`src/rtl/bp_pkg.sv`:
```
// Shared types and helpers for the 2-bit saturating branch predictor.
// Latency: n/a (types and pure functions only).
// Backpressure: n/a.
package bp_pkg;

    // Counter encodings; the MSB is the taken prediction.
    typedef enum logic [1:0] {
        SNT = 2'b00,
        WNT = 2'b01,
        WT  = 2'b10,
        ST  = 2'b11
    } sat2_t;

    localparam int unsigned MAX_INDEX_BITS = 8;

    // Step a 2-bit counter one position toward the resolved outcome, saturating at both ends.
    function automatic logic [1:0] sat2_next(input logic [1:0] state, input logic taken);
        logic [1:0] nxt;
        nxt = state;
        if (taken) begin
            if (state != ST) nxt = 2'(state + 2'd1);
        end else begin
            if (state != SNT) nxt = 2'(state - 2'd1);
        end
        return nxt;
    endfunction

    // Word-aligned PC bits select the entry; byte offset and upper bits are dropped, so aliasing is expected.
    function automatic logic [MAX_INDEX_BITS-1:0] bp_index(input logic [31:0] pc,
                                                           input int unsigned index_bits);
        logic [31:0] mask;
        mask = (32'd1 << index_bits) - 32'd1;
        return MAX_INDEX_BITS'((pc >> 2) & mask);
    endfunction

endpackage

```
`src/rtl/bp_counter_table.sv`:
```
// Flop array of 2-bit saturating counters, one combinational read port, one training write port.
// Latency: read is combinational; a write becomes visible on the cycle after the edge (no bypass).
// Backpressure: none; a write is accepted every cycle wr_en is high.
module bp_counter_table
    import bp_pkg::*;
#(
    parameter int unsigned INDEX_BITS  = 4,
    parameter logic [1:0]  RESET_STATE = 2'b11
) (
    input  logic                  clk_i,
    input  logic                  rst_i,
    input  logic [INDEX_BITS-1:0] rd_idx,
    output logic [1:0]            rd_dat,
    input  logic                  wr_en,
    input  logic [INDEX_BITS-1:0] wr_idx,
    input  logic                  wr_taken
);

    localparam int unsigned DEPTH = 1 << INDEX_BITS;

    logic [1:0] tbl [DEPTH];

    // Read returns the stored value, so a same-cycle write to the same entry is not forwarded.
    always_comb begin
        rd_dat = tbl[rd_idx];
    end

    // Reset every entry to the configured state; otherwise train the addressed entry.
    always_ff @(posedge clk_i or negedge rst_i) begin
        if (!rst_i) begin
            for (int i = 0; i < int'(DEPTH); i++) begin
                tbl[i] <= RESET_STATE;
            end
        end else if (wr_en) begin
            tbl[wr_idx] <= sat2_next(tbl[wr_idx], wr_taken);
        end
    end

endmodule

```
`src/rtl/branch_predictor.sv`:
```
// Dynamic 2-bit branch predictor: ID lookup, EX training, mispredict flag and perf counters.
// Latency: Predict_o and Wrong_predict_o are combinational; training lands on the next rising edge.
// Backpressure: none; one resolved branch is absorbed every cycle Branch_EX_i is high.
module branch_predictor
    import bp_pkg::*;
#(
    parameter int unsigned INDEX_BITS  = 4,
    parameter logic [1:0]  RESET_STATE = 2'b11,
    parameter int unsigned CNT_W       = 16
) (
    input  logic             clk_i,
    input  logic             rst_i,
    input  logic             Branch_ID_i,
    input  logic [31:0]      pc_ID_i,
    output logic             Predict_o,
    input  logic             Branch_EX_i,
    input  logic [31:0]      pc_EX_i,
    input  logic             Predict_EX_i,
    input  logic             Taken_EX_i,
    output logic             Wrong_predict_o,
    output logic [CNT_W-1:0] branch_cnt_o,
    output logic [CNT_W-1:0] miss_cnt_o
);

    logic [INDEX_BITS-1:0] idx_id;
    logic [INDEX_BITS-1:0] idx_ex;
    logic [1:0]            rd_state;

    // Table indices for the ID lookup and the EX training write.
    always_comb begin
        idx_id = INDEX_BITS'(bp_index(pc_ID_i, INDEX_BITS));
        idx_ex = INDEX_BITS'(bp_index(pc_EX_i, INDEX_BITS));
    end

    bp_counter_table #(
        .INDEX_BITS  (INDEX_BITS),
        .RESET_STATE (RESET_STATE)
    ) u_table (
        .clk_i    (clk_i),
        .rst_i    (rst_i),
        .rd_idx   (idx_id),
        .rd_dat   (rd_state),
        .wr_en    (Branch_EX_i),
        .wr_idx   (idx_ex),
        .wr_taken (Taken_EX_i)
    );

    // Prediction is gated by the ID branch; mispredict compares the carried prediction, not the table.
    always_comb begin
        Predict_o       = Branch_ID_i & rd_state[1];
        Wrong_predict_o = Branch_EX_i & (Predict_EX_i != Taken_EX_i);
    end

    // Saturating counts of resolved branches and mispredictions since reset.
    always_ff @(posedge clk_i or negedge rst_i) begin
        if (!rst_i) begin
            branch_cnt_o <= '0;
            miss_cnt_o   <= '0;
        end else if (Branch_EX_i) begin
            if (branch_cnt_o != '1) branch_cnt_o <= branch_cnt_o + CNT_W'(1);
            if (Wrong_predict_o && (miss_cnt_o != '1)) miss_cnt_o <= miss_cnt_o + CNT_W'(1);
        end
    end

endmodule

```
`config.mk`:
```
export PLATFORM = sky130hd
export DESIGN_NAME = branch_predictor
export DESIGN_NICKNAME = d
export VERILOG_FILES = /design/src/rtl/bp_pkg.sv /design/src/rtl/bp_counter_table.sv /design/src/rtl/branch_predictor.sv
export SDC_FILE = /design/constraint.sdc
export NUM_CORES = 1
export LEC_CHECK = 0
export CORE_UTILIZATION = 43
export DETAILED_ROUTE_END_ITERATION = 12
export GPL_ROUTABILITY_DRIVEN = 0
export PLACE_DENSITY = 0.77
export SLEW_MARGIN = 20
export SYNTH_ARGS = -nofsm -noshare
export SYNTH_HDL_FRONTEND = slang
export SYNTH_SLANG_ARGS = --single-unit
```
`constraint.sdc`:
```
create_clock -name clk_i -period 2.1 [get_ports clk_i]
set_input_delay 0.315 -clock clk_i [delete_from_list [all_inputs] [get_ports clk_i]]
set_output_delay 0.315 -clock clk_i [all_outputs]
set_load 0.05 [all_outputs]
```
==> summary.md, run 1 <==
| Metric | Value |
|---|---|
| Post-synth EDFFs | 0 |
| Synthesis-to-finish area growth | 30.6% |
| Post-Syn Nets | 359 |
| Static leakage | 0.00176 uW |
| CP max FO | 3 |
| Synth Area in XOR/XNOR | 7.77% |
| Setup crit end kind | output pin |
| CTS Buf Count | 9 |
| Sink Count | 64 |
| Final setup viols | 1 |
| Post-synth top flop | dfstp_2 |
| Fill cells | 622 |
| Clock-pin slew on the worst setup and hold paths | 0.07 ns |
| P per Cell Area | 1020 nW/um^2 |
| Hold/Removal Path Class | flip-flop to flip-flop |
| Vias per cell | 5.66 |
| Setup CP Type | flip-flop to output pin |
| Residual DRC | 0 |
| Vias in the first global route | 2,681 |
| Async SR Flop Fraction | 100% |
| Nets | 430 |
| TNS Setup | -0.159 ns |
| Internal power consumption | 2870 uW |
| Mean area per synthesized cell | 11.8 sq um |
| Seq pwr share | 42.9% |
| Final ANT Viol Nets | 0 |
| Actual slew at the worst max-slew pin | 0.510 ns |
| ANT cells | 0 |
| Worst skew pair latency | 0.34 ns |
| Outcome | finished with violations |
| Synth area leaders | dfstp_2, dfrtp_1, mux4_2 |
| Root buf cell | clkbuf_8 |
| # Max-Cap Violations | 0 |
| IO buf count | 47 |
| DP Worst Slack | -0.525 ns |
| Drt total wl | 7730 um |
| Post-synthesis compound-gate area fraction | 8.58% |
| Largest family of logic cells by synthesized area | multiplexers |
| Die ar. | 8220 sq um |
| Synth warn | 0 |
| Clock Skew | 0.0156 ns |
| Setup ws final | -0.159 ns |
| Mux contribution to synthesized area | 16.6% |
| Worst VDD drop | 0.887 mV |
| Die Wd | 90.7 um |
| Largest net degree at the start of global routing | 65 |
| CP Data Required Time | 1.78 ns |
| FMAX | 443 MHz |
| Synthesized cell area | 3380 sq um |
| Gate power share | 34.0% |
| Final non-filler cell total | 462 |
| Share of layout cells above drive strength 1 | 35.5% |
| Part of the cycle the worst path needs | 108% |
| DRT iter0 DRCs | 111 |
| Top cell type's share of synthesized area | 24.9% |
| Adder-Cell Fraction of Synth Area | 2.03% |
| Post-synth top cells | dfrtp_1, dfstp_2, mux2_2 |
| Final hold vios | 0 |
| Psw | 1630 uW |
| Critical path arrival | 1.94 ns |
| Library cells used by synthesis | 35 |
| FF+latch count, synth | 64 |
| Global-route usage over all layers | 20.0% |
| Slew headroom | 65.9% |
| Share of total power in the clock network | 23.1% |
| Initial antenna violation count | 0 |
| Die height | 90.7 um |
| Max clock buf depth | 2 |
| RSZ-0062 raised after global routing | yes |
| Simple-gate area share of the yosys netlist | 14.8% |
| Initial Util | 45.7% |
| DP Wirelength | 5200 um |
| Hold Worst Slack | 0.484 ns |
| Site row count | 31 |
| Number of vias in the routed layout | 2,613 |
| Switching Share | 36.2% |
| Failing checks | setup timing |
| Crit path launch type | flip-flop |
| CTS tree | yes |
| Cell taking the most area after synthesis | dfstp_2 |
| First-pass GRT wire length | 13,000 um |
| CORE AREA | 7410 sq um |
| DR WL/cell | 16.7 um |
| Placed cells | 443 |
| Post-synthesis cell count | 287 |
| Ports | 104 |
| H-tree depth | 3 |
| Drt first pass iters | 4 |
| Post-synthesis sequential area ratio | 48.5% |
| Minimum clock period | 2.26 ns |
| Final-report max-slew violation count | 0 |
| Grt ovf | 0 |
==> state kept, by name (all words and copies together) (netlist names) <==
register / cells
u_table.tbl: 32
branch_cnt_o: 16
miss_cnt_o: 16
==> final timing paths <==
path,start,end,slack [ns],cells past startpoint
min in group asynchronous,rst_i,miss_cnt_o[14],0.53,3
max reg2reg,u_table.tbl[1],u_table.tbl[1],0.12,5
min reg2reg,u_table.tbl[26],u_table.tbl[26],0.48,2
min,u_table.tbl[26],u_table.tbl[26],0.48,2
max,u_table.tbl[7],Predict_o,-0.16,4
max in group asynchronous,rst_i,u_table.tbl[11],1.26,3
==> critical path: stages (launching register included) <==
cell and delay, ns:
dfstp_2 0.38, mux4_2 0.45, mux4_2 0.49, and2_4 0.16, buf_8 0.14
==> power groups by stage <==
| stage | Clock [uW] | Sequential (uW) | Combinational, uW |
|---|---|---|---|
| CTS | 1070 | 1930 | 1540 |
| detailed placement | 0 | 1940 | 1500 |
| floorplan | 0 | 2260 | 643 |
| global route | 1130 | 1970 | 1640 |
| finish | 1040 | 1930 | 1530 |
| global placement | 0 | 1930 | 1450 |
==> metrics by stage <==
step	cell area [sq um]	util [%]	power, uW
after floorplan	3410	-	2900
after global placement	4150	56.0	3380
after detailed placement	4150	56.0	3440
after CTS	4410	59.6	4550
after global routing	4420	59.6	4740
final	4420	59.6	4510
==> per-layer routing <==
layer	vias up	wire length, um	global-route usage (%)
li1	1215	-	-
met1	1310	3490	25.8
met2	80	3790	32.7
met3	8	368	5.72
met4	0	79	5.51
met5	-	0	0
==> final cells by class <==
cell class	count	area, sq um	share of cell area, %
tap	99	124	2.81
timing repair buffer	71	726	16.4
multi-input combinational	210	1710	38.8
clock buffer	9	124	2.81
clock inverter	7	70.1	1.59
sequential	64	1650	37.4
inverter	2	7.51	0.170
==> layout by cell type, fill, tap and decap left out, types with 3 or more instances in the layout <==
cell type	instances
clkdlybuf4s50_1	41
dfstp_2	32
dfrtp_1	24
mux2_2	22
nand2_1	20
o21ai_0	19
buf_4	19
xnor2_1	17
nor2_1	15
xor2_1	13
mux4_2	13
o211ai_1	11
o31ai_1	10
clkbuf_8	9
and3_1	8
dfrtp_2	8
nand4_1	7
nand3_1	7
nor3_1	6
and4_1	5
and2_1	4
nor4_1	4
nor4b_1	4
maj3_2	4
or3_1	4
buf_12	4
clkinv_2	3
==> cells by family (layout without fill, tap and decap cells) <==
family          count (synthesis)  after routing
simple gates                   92             92
flops                          64             64
compound gates                 45             45
mux                            37             37
xor+xnor                       30             30
buf+inv                        13             89
fa+ha+maj                       6              6
==> what timing repair did <==
item,CTS,global route
setup endpoints to repair,33,11
hold endpoints to repair,32,0
gates cloned,1,0
buffers inserted,1,0
pin swaps,3,0
hold buffers,1,0
resized for setup,11,1
(Power assumes the default switching activity.)
==> run 2, diff against run 1 <==
--- a/config.mk
+++ b/config.mk
@@ -5,10 +5,11 @@
 export SDC_FILE = /design/constraint.sdc
 export NUM_CORES = 1
 export LEC_CHECK = 0
-export CORE_UTILIZATION = 43
+export CORE_UTILIZATION = 51
 export DETAILED_ROUTE_END_ITERATION = 12
 export GPL_ROUTABILITY_DRIVEN = 0
-export PLACE_DENSITY = 0.77
+export MAX_ROUTING_LAYER = met4
+export PLACE_DENSITY = 0.86
 export SLEW_MARGIN = 20
 export SYNTH_ARGS = -nofsm -noshare
 export SYNTH_HDL_FRONTEND = slang
==> constraint.sdc (replaced) <==
create_clock -name clk_i -period 2.85 [get_ports clk_i]
set_input_delay 0.4275 -clock clk_i [delete_from_list [all_inputs] [get_ports clk_i]]
set_output_delay 0.4275 -clock clk_i [all_outputs]
set_load 0.05 [all_outputs]
==> run 2 against run 1 <==
The run now ends clean. Wire length shrank 6.2%. Critical endpoint unchanged. Critical path type is now input pin to output pin. First-iteration DRC count grew 44%. Largest power group unchanged. Sequential power shrank 27%. Clock skew shrank 0.0098 ns.
==> summary.md, run 2 (synthesis gave the netlist of run 1 again) <==
| Metric | Value |
|---|---|
| Outcome | finished, final reports clean |
| Residual DRC | 0 |
| Root buf cell | clkbuf_8 |
| Initial Util | 53.0% |
| CTS Buf Count | 9 |
| Setup crit end kind | output pin |
| Actual slew at the worst max-slew pin | 0.793 ns |
| FMAX | 362 MHz |
| Part of the cycle the worst path needs | 97.0% |
| Vias per cell | 5.98 |
| Max reg flops | 32 |
| Largest net degree at the start of global routing | 65 |
| Minimum clock period | 2.77 ns |
| Sink Count | 64 |
| CP Data Required Time | 2.42 ns |
| Clock Skew | 0.00585 ns |
| Site row count | 29 |
| CORE AREA | 6390 sq um |
| Fill cells | 492 |
| DP Wirelength | 4870 um |
| Critical path arrival | 2.34 ns |
| Worst VDD drop | 0.638 mV |
| First-pass GRT wire length | 12,400 um |
| Worst skew pair latency | 0.34 ns |
| Final hold vios | 0 |
| Vias in the first global route | 2,542 |
| DR WL/cell | 17.0 um |
| Grt ovf | 0 |
| ANT cells | 0 |
| Cell chain of the critical path | clkdlybuf4s50_1 -> buf_6 -> mux4_2 -> mux4_2 -> and2_1 -> buf_4 |
| Nets | 417 |
| RSZ-0062 raised after global routing | no |
| Slew headroom | 47.1% |
| Hold/Removal Path Class | input pin to async pin |
| WP buf/inv | 3 |
| Setup CP Type | input pin to output pin |
| Final-report max-slew violation count | 0 |
| Number of vias in the routed layout | 2,554 |
| Most frequent cells in the layout | clkdlybuf4s50_1, dfrtp_1, dfstp_2 |
| Biggest register | u_table.tbl |
| P per Cell Area | 788 nW/um^2 |
| Clock-pin slew on the worst setup and hold paths | 0.07 ns |
| Crit path launch type | input pin |
| Critical R2R Launch | branch_cnt_o[0] |
| Most common cell on crit path | mux4_2 |
| CP startpoint | pc_ID_i[2] |
| Die Wd | 83.4 um |
| TNS Setup | 0 ns |
| Die ar. | 6960 sq um |
| CP max FO | 4 |
| Die height | 83.4 um |
| Static leakage | 0.00169 uW |
| Drt first pass iters | 4 |
| Synthesis-to-finish area growth | 24.8% |
| Largest regs | u_table.tbl (32), branch_cnt_o (16), miss_cnt_o (16) |
| Share of layout cells above drive strength 1 | 29.1% |
| H-tree depth | 3 |
| CP max stage delay | 0.49 ns |
| Max clock buf depth | 2 |
| Ports | 104 |
| CP top delay family | multiplexers |
| DP Worst Slack | 0.0706 ns |
| Most common cell after layout, fill and taps aside | clkdlybuf4s50_1 |
| Global-route usage over all layers | 23.2% |
| # Max-Cap Violations | 0 |
| Setup ws final | 0.0849 ns |
| Drt total wl | 7250 um |
| Initial antenna violation count | 0 |
| IO buf count | 47 |
| Post-CTS Setup Bufs | 0 |
| Final setup viols | 0 |
| Slowest cell on the critical path | mux4_2 |
| Final ANT Viol Nets | 0 |
| CTS tree | yes |
| DRT iter0 DRCs | 160 |
run 2: cell count changes in the layout (fill, tap and decap cells not counted), moves of 2 or more:
cell / change
clkdlybuf4s50_1: +3
buf_4: -9
o31ai_1: +2
o31ai_2: -2
dfrtp_1: +8
buf_12: -2
dfrtp_2: -8
run 2: cell type report:
class	count	area [sq um]	area share (%)
multi-input cells	210	1680	39.9
flip-flops and latches	64	1640	38.9
repair buffers	58	572	13.5
clock buffers	10	138	3.26
well taps	77	96.3	2.28
clock inverters	6	82.6	1.96
inverters	2	7.51	0.178
run 2: path summary, 6_finish.rpt:
check                      cells after the start         endpoint  slack (ns)
max                                            6        Predict_o        0.08
min                                            2  branch_cnt_o[5]        0.26
max reg2reg                                    5  branch_cnt_o[1]        0.62
min reg2reg                                    2  u_table.tbl[14]        0.48
max in group asynchronous                      2    miss_cnt_o[3]        2.08
min in group clk_i                             2  u_table.tbl[14]        0.48
run 2: where the power goes:
group	leakage, uW	switching, uW	internal (uW)
logic	0.000819	606	467
registers	0.000759	190	1210
clock network	0.000112	342	511
run 2: metrics by stage:
| step | hold slack (ns) | instances | area (sq um) | total power, uW | utilization (%) |
|---|---|---|---|---|---|
| floorplan | 0.132 | 287 | 3380 | 2120 | - |
| finish | 0.256 | 427 | 4220 | 3320 | 66.1 |
| global placement | 0.466 | 411 | 4000 | 2440 | 62.6 |
| global route | 0.329 | 427 | 4220 | 3500 | 66.1 |
| CTS | 0.285 | 427 | 4220 | 3350 | 66.0 |
| detailed placement | 0.473 | 411 | 4000 | 2480 | 62.6 |
run 2: timing repair:
item | in CTS | in global routing
hold buffers | 0 | 0
setup endpoints to repair | 0 | 1
gates resized for setup | 0 | 1
endpoints found under the hold margin | 0 | 0
run 2: metal layers:
metal,GRT usage [%],part of all wire (%),vias up
li1,-,-,1195
met1,31.3,47,1291
met2,35.5,47,60
met3,5.07,4.5,8
met4,7.24,1.4,0
met5,-,0,-
==> variant 1, RTL diff (settings of run 2) <==
Change the parameter `CNT_W` from 16 to 20.
--- a/src/rtl/branch_predictor.sv
+++ b/src/rtl/branch_predictor.sv
@@ -6,7 +6,7 @@
 #(
     parameter int unsigned INDEX_BITS  = 4,
     parameter logic [1:0]  RESET_STATE = 2'b11,
-    parameter int unsigned CNT_W       = 16
+    parameter int unsigned CNT_W       = 20
 ) (
     input  logic             clk_i,
     input  logic             rst_i,
Interface: changed (resized branch_cnt_o and miss_cnt_o); port bits go from 104 to 112. No check against the original RTL was run, so the function may have changed too.
==> variant 1 against run 2 <==
  * Setup slack gained 0.22 ns
  * Critical path depth is 1 lower
  * Die area rose by 8.0%
  * Cell area up 8.8%
  * Wire length is 6.1% higher
  * Sequential power grew 12%
  * Area after synthesis grew 8.2%
  * Power grew 11%
  * Sequential cell count grew 8
  * Critical endpoint unchanged
  * Largest power group unchanged
==> variant 1: results (changes against run 2) <==
| Metric | Value |
|---|---|
| Status | finished clean (unchanged) |
| RR Startpoint | miss_cnt_o[4] (was branch_cnt_o[0]) |
| Mapped Cells | 306 (was 287) |
| FILL cells | 518 (was 492) |
| Post-Route WL | 7690 um (was 7250 um) |
| Peak supply drop | 0.677 mV (was 0.638 mV) |
| Sequential share of the synthesized area | 0.503 (was 0.485) |
| Sw frac | 0.334 (was 0.342) |
| Hpwl dp | 5500 um (was 4870 um) |
| First-pass GRT wire length | 12600 um (was 12400 um) |
| Synth unique cells | 38 (was 35) |
| Placement Cell Area | 4340 sq um (was 4000 sq um) |
| GRT Total Usage | 0.229 (was 0.232) |
| Post-Synth Adder-Cell Area | 0.0130 (was 0.0203) |
| Worst slew pin tran | 0.892 ns (was 0.793 ns) |
| Met2 Use GR | 0.363 (was 0.355) |
| Pleak | 1.88 nW (was 1.69 nW) |
| Post-synthesis compound-gate area fraction | 0.0359 (was 0.0858) |
| Share of cells above drive strength 1 | 0.296 (was 0.291) |
| CP peak stage delay | 0.56 ns (was 0.49 ns) |
| Wire length on met2 | 3730 um (was 3440 um) |
| Met1 global-route usage | 0.290 (was 0.313) |
| Met3 Track Usage GR | 0.0400 (was 0.0507) |
| XOR/XNOR Fraction of Synth Area | 0.0838 (was 0.0777) |
| Synth top cells by count | dfrtp_1, mux2_2, dfstp_2 (was dfrtp_1, dfstp_2, mux2_2) |
| Tot Pwr | 3.71 mW (was 3.32 mW) |
| Logic pwr share | 0.308 (was 0.323) |
| Top cells by area, synth | dfrtp_1, dfstp_2, mux2_2 (was dfstp_2, dfrtp_1, mux4_2) |
| Iter 0 DRT Violations | 116 (was 160) |
| Worst hold slack | 0.288 ns (was 0.256 ns) |
variant 1: cell types whose count changed after synthesis, moves of 8 or more:
cell      change
a21oi_1      +10
dfrtp_1       +8
mux2_2       +13
nand3_1       +8
o211ai_1     -11
o21ai_0      -20
o31ai_1      -10
variant 1: final cells by class:
cell class / instances / area, sq um / share of cell area
inverter: 6 / 22.5 / 0.00491
clock inverter: 6 / 106 / 0.0232
clock buffer: 10 / 138 / 0.0300
timing repair buffer: 62 / 621 / 0.135
multi-input combinational: 216 / 1740 / 0.379
sequential: 72 / 1840 / 0.401
tap: 96 / 120 / 0.0262
variant 1: worst max-delay path by stage:
stage	startpoint	end	slack, ns
floorplan	Taken_EX_i	miss_cnt_o[18]	0.55
global placement	pc_ID_i[2]	Predict_o	0.006
detailed placement	pc_ID_i[2]	Predict_o	0.02
CTS	pc_ID_i[2]	Predict_o	0.01
global route	pc_ID_i[3]	Predict_o	0.24
finish	pc_ID_i[3]	Predict_o	0.30
==> variant 2, RTL diff (flow settings as in run 2) <==
Made on the original files. Reset style: synchronous (`rst_i`), changed in 2 clocked blocks.
--- a/src/rtl/bp_counter_table.sv
+++ b/src/rtl/bp_counter_table.sv
@@ -26,7 +26,7 @@
     end
 
     // Reset every entry to the configured state; otherwise train the addressed entry.
-    always_ff @(posedge clk_i or negedge rst_i) begin
+    always_ff @(posedge clk_i) begin
         if (!rst_i) begin
             for (int i = 0; i < int'(DEPTH); i++) begin
                 tbl[i] <= RESET_STATE;
--- a/src/rtl/branch_predictor.sv
+++ b/src/rtl/branch_predictor.sv
@@ -52,7 +52,7 @@
     end
 
     // Saturating counts of resolved branches and mispredictions since reset.
-    always_ff @(posedge clk_i or negedge rst_i) begin
+    always_ff @(posedge clk_i) begin
         if (!rst_i) begin
             branch_cnt_o <= '0;
             miss_cnt_o   <= '0;
Behaviour: differs if rst_i is asserted again (counterexample within 4 cycles, from zero or initial values and one cycle with rst_i low); with rst_i held inactive, the same outputs for 4 cycles.
==> variant 2 against run 2 <==
  * Cell area down 4.6%
  * Sequential share of layout area up 0.88 points
  * Area after synthesis down 1.7%
  * Setup slack better by 0.17 ns
  * Wire length down 0.51%
  * Sequential cell count unchanged
  * Via count up 3.4%
  * Synthesized cell count up 14%
  * Core utilization down 2.3 points
  * Critical path type unchanged
  * Highest routed layer unchanged
Power is not compared: it rests on default switching activity, and its combinational part moved more than twofold at a synthesized area within 25%.
==> variant 2: results (changes against run 2) <==
| Metric | Value |
|---|---|
| Status | finished clean (unchanged) |
| Final period utilization | 0.910 (was 0.970) |
| Post_cts resized | 1 (was 0) |
| Reg2reg setup slack | 0.76 ns (was 0.62 ns) |
| Non-Filler Instances | 459 (was 427) |
| Largest net degree at the start of global routing | 20 (was 65) |
| Hpwl dp | 5010 um (was 4870 um) |
| Synthesized Nets | 400 (was 359) |
| Multi-input gate area | 1610 sq um (was 1680 sq um) |
| Sequential cell area share | 0.398 (was 0.389) |
| Share of cells above drive strength 1 | 0.0890 (was 0.291) |
| RR Startpoint | branch_cnt_o[0] (unchanged) |
| Post-synth EDFFs | 32 (was 0) |
| Post-synthesis compound-gate area fraction | 0.0500 (was 0.0858) |
| Fin area | 4030 sq um (was 4220 sq um) |
| Non-clk bufs | 53 (was 58) |
| GRT Total Usage | 0.234 (was 0.232) |
| Synth unique cells | 42 (was 35) |
| Vias in the first global route | 2474 (was 2542) |
| XOR/XNOR Fraction of Synth Area | 0.0737 (was 0.0777) |
| Mux contribution to synthesized area | 0.102 (was 0.166) |
| Inverter count | 6 (was 2) |
| FILL cells | 514 (was 492) |
| First-pass GRT wire length | 11400 um (was 12400 um) |
| Clk_skew | 0.00981 ns (was 0.00585 ns) |
| Layout clock buffer count | 13 (was 10) |
| Iter 0 DRT Violations | 224 (was 160) |
| Nets | 449 (was 417) |
| CP peak stage delay | 0.55 ns (was 0.49 ns) |
| Synth top cells by count | nand2_1, nor2_1, dfxtp_1, edfxtp_1, xnor2_1 (was dfrtp_1, dfstp_2, mux2_2) |
| FF-to-FF path depth | 6 (was 5) |
| Placed cells | 443 (was 411) |
| Worst Hold Class | flip-flop to flip-flop (was input pin to asynchronous set/reset pin) |
| Worst reg2reg endpoint | branch_cnt_o[4] (was branch_cnt_o[1]) |
| Post-Synth Adder-Cell Area | 0.0158 (was 0.0203) |
variant 2: cell types whose count changed after synthesis, moves of 8 or more:
cell	run 2	this run
nor2_1	15	50
dfstp_2	32	0
dfrtp_1	32	0
dfxtp_1	0	32
mux2_2	22	0
edfxtp_1	0	32
nand2_1	20	53
o31ai_1	12	0
o211ai_1	11	3
variant 2: metal layers:
metal | track usage | part of all wire | routed length (um)
met1 | 0.263 | 0.42 | 3010
met2 | 0.380 | 0.49 | 3560
met4 | 0.119 | 0.018 | 127
met3 | 0.0637 | 0.071 | 510
met5 | - | 0 | 0
variant 2: how the worst min path moves through the flow:
stage / depth (start not counted) / from / end
global placement: 2 / miss_cnt_o[7] / miss_cnt_o[7]
floorplan: 2 / miss_cnt_o[1] / miss_cnt_o[1]
global route: 2 / miss_cnt_o[1] / miss_cnt_o[1]
CTS: 2 / miss_cnt_o[1] / miss_cnt_o[1]
finish: 2 / miss_cnt_o[1] / miss_cnt_o[1]
detailed placement: 2 / miss_cnt_o[7] / miss_cnt_o[7]
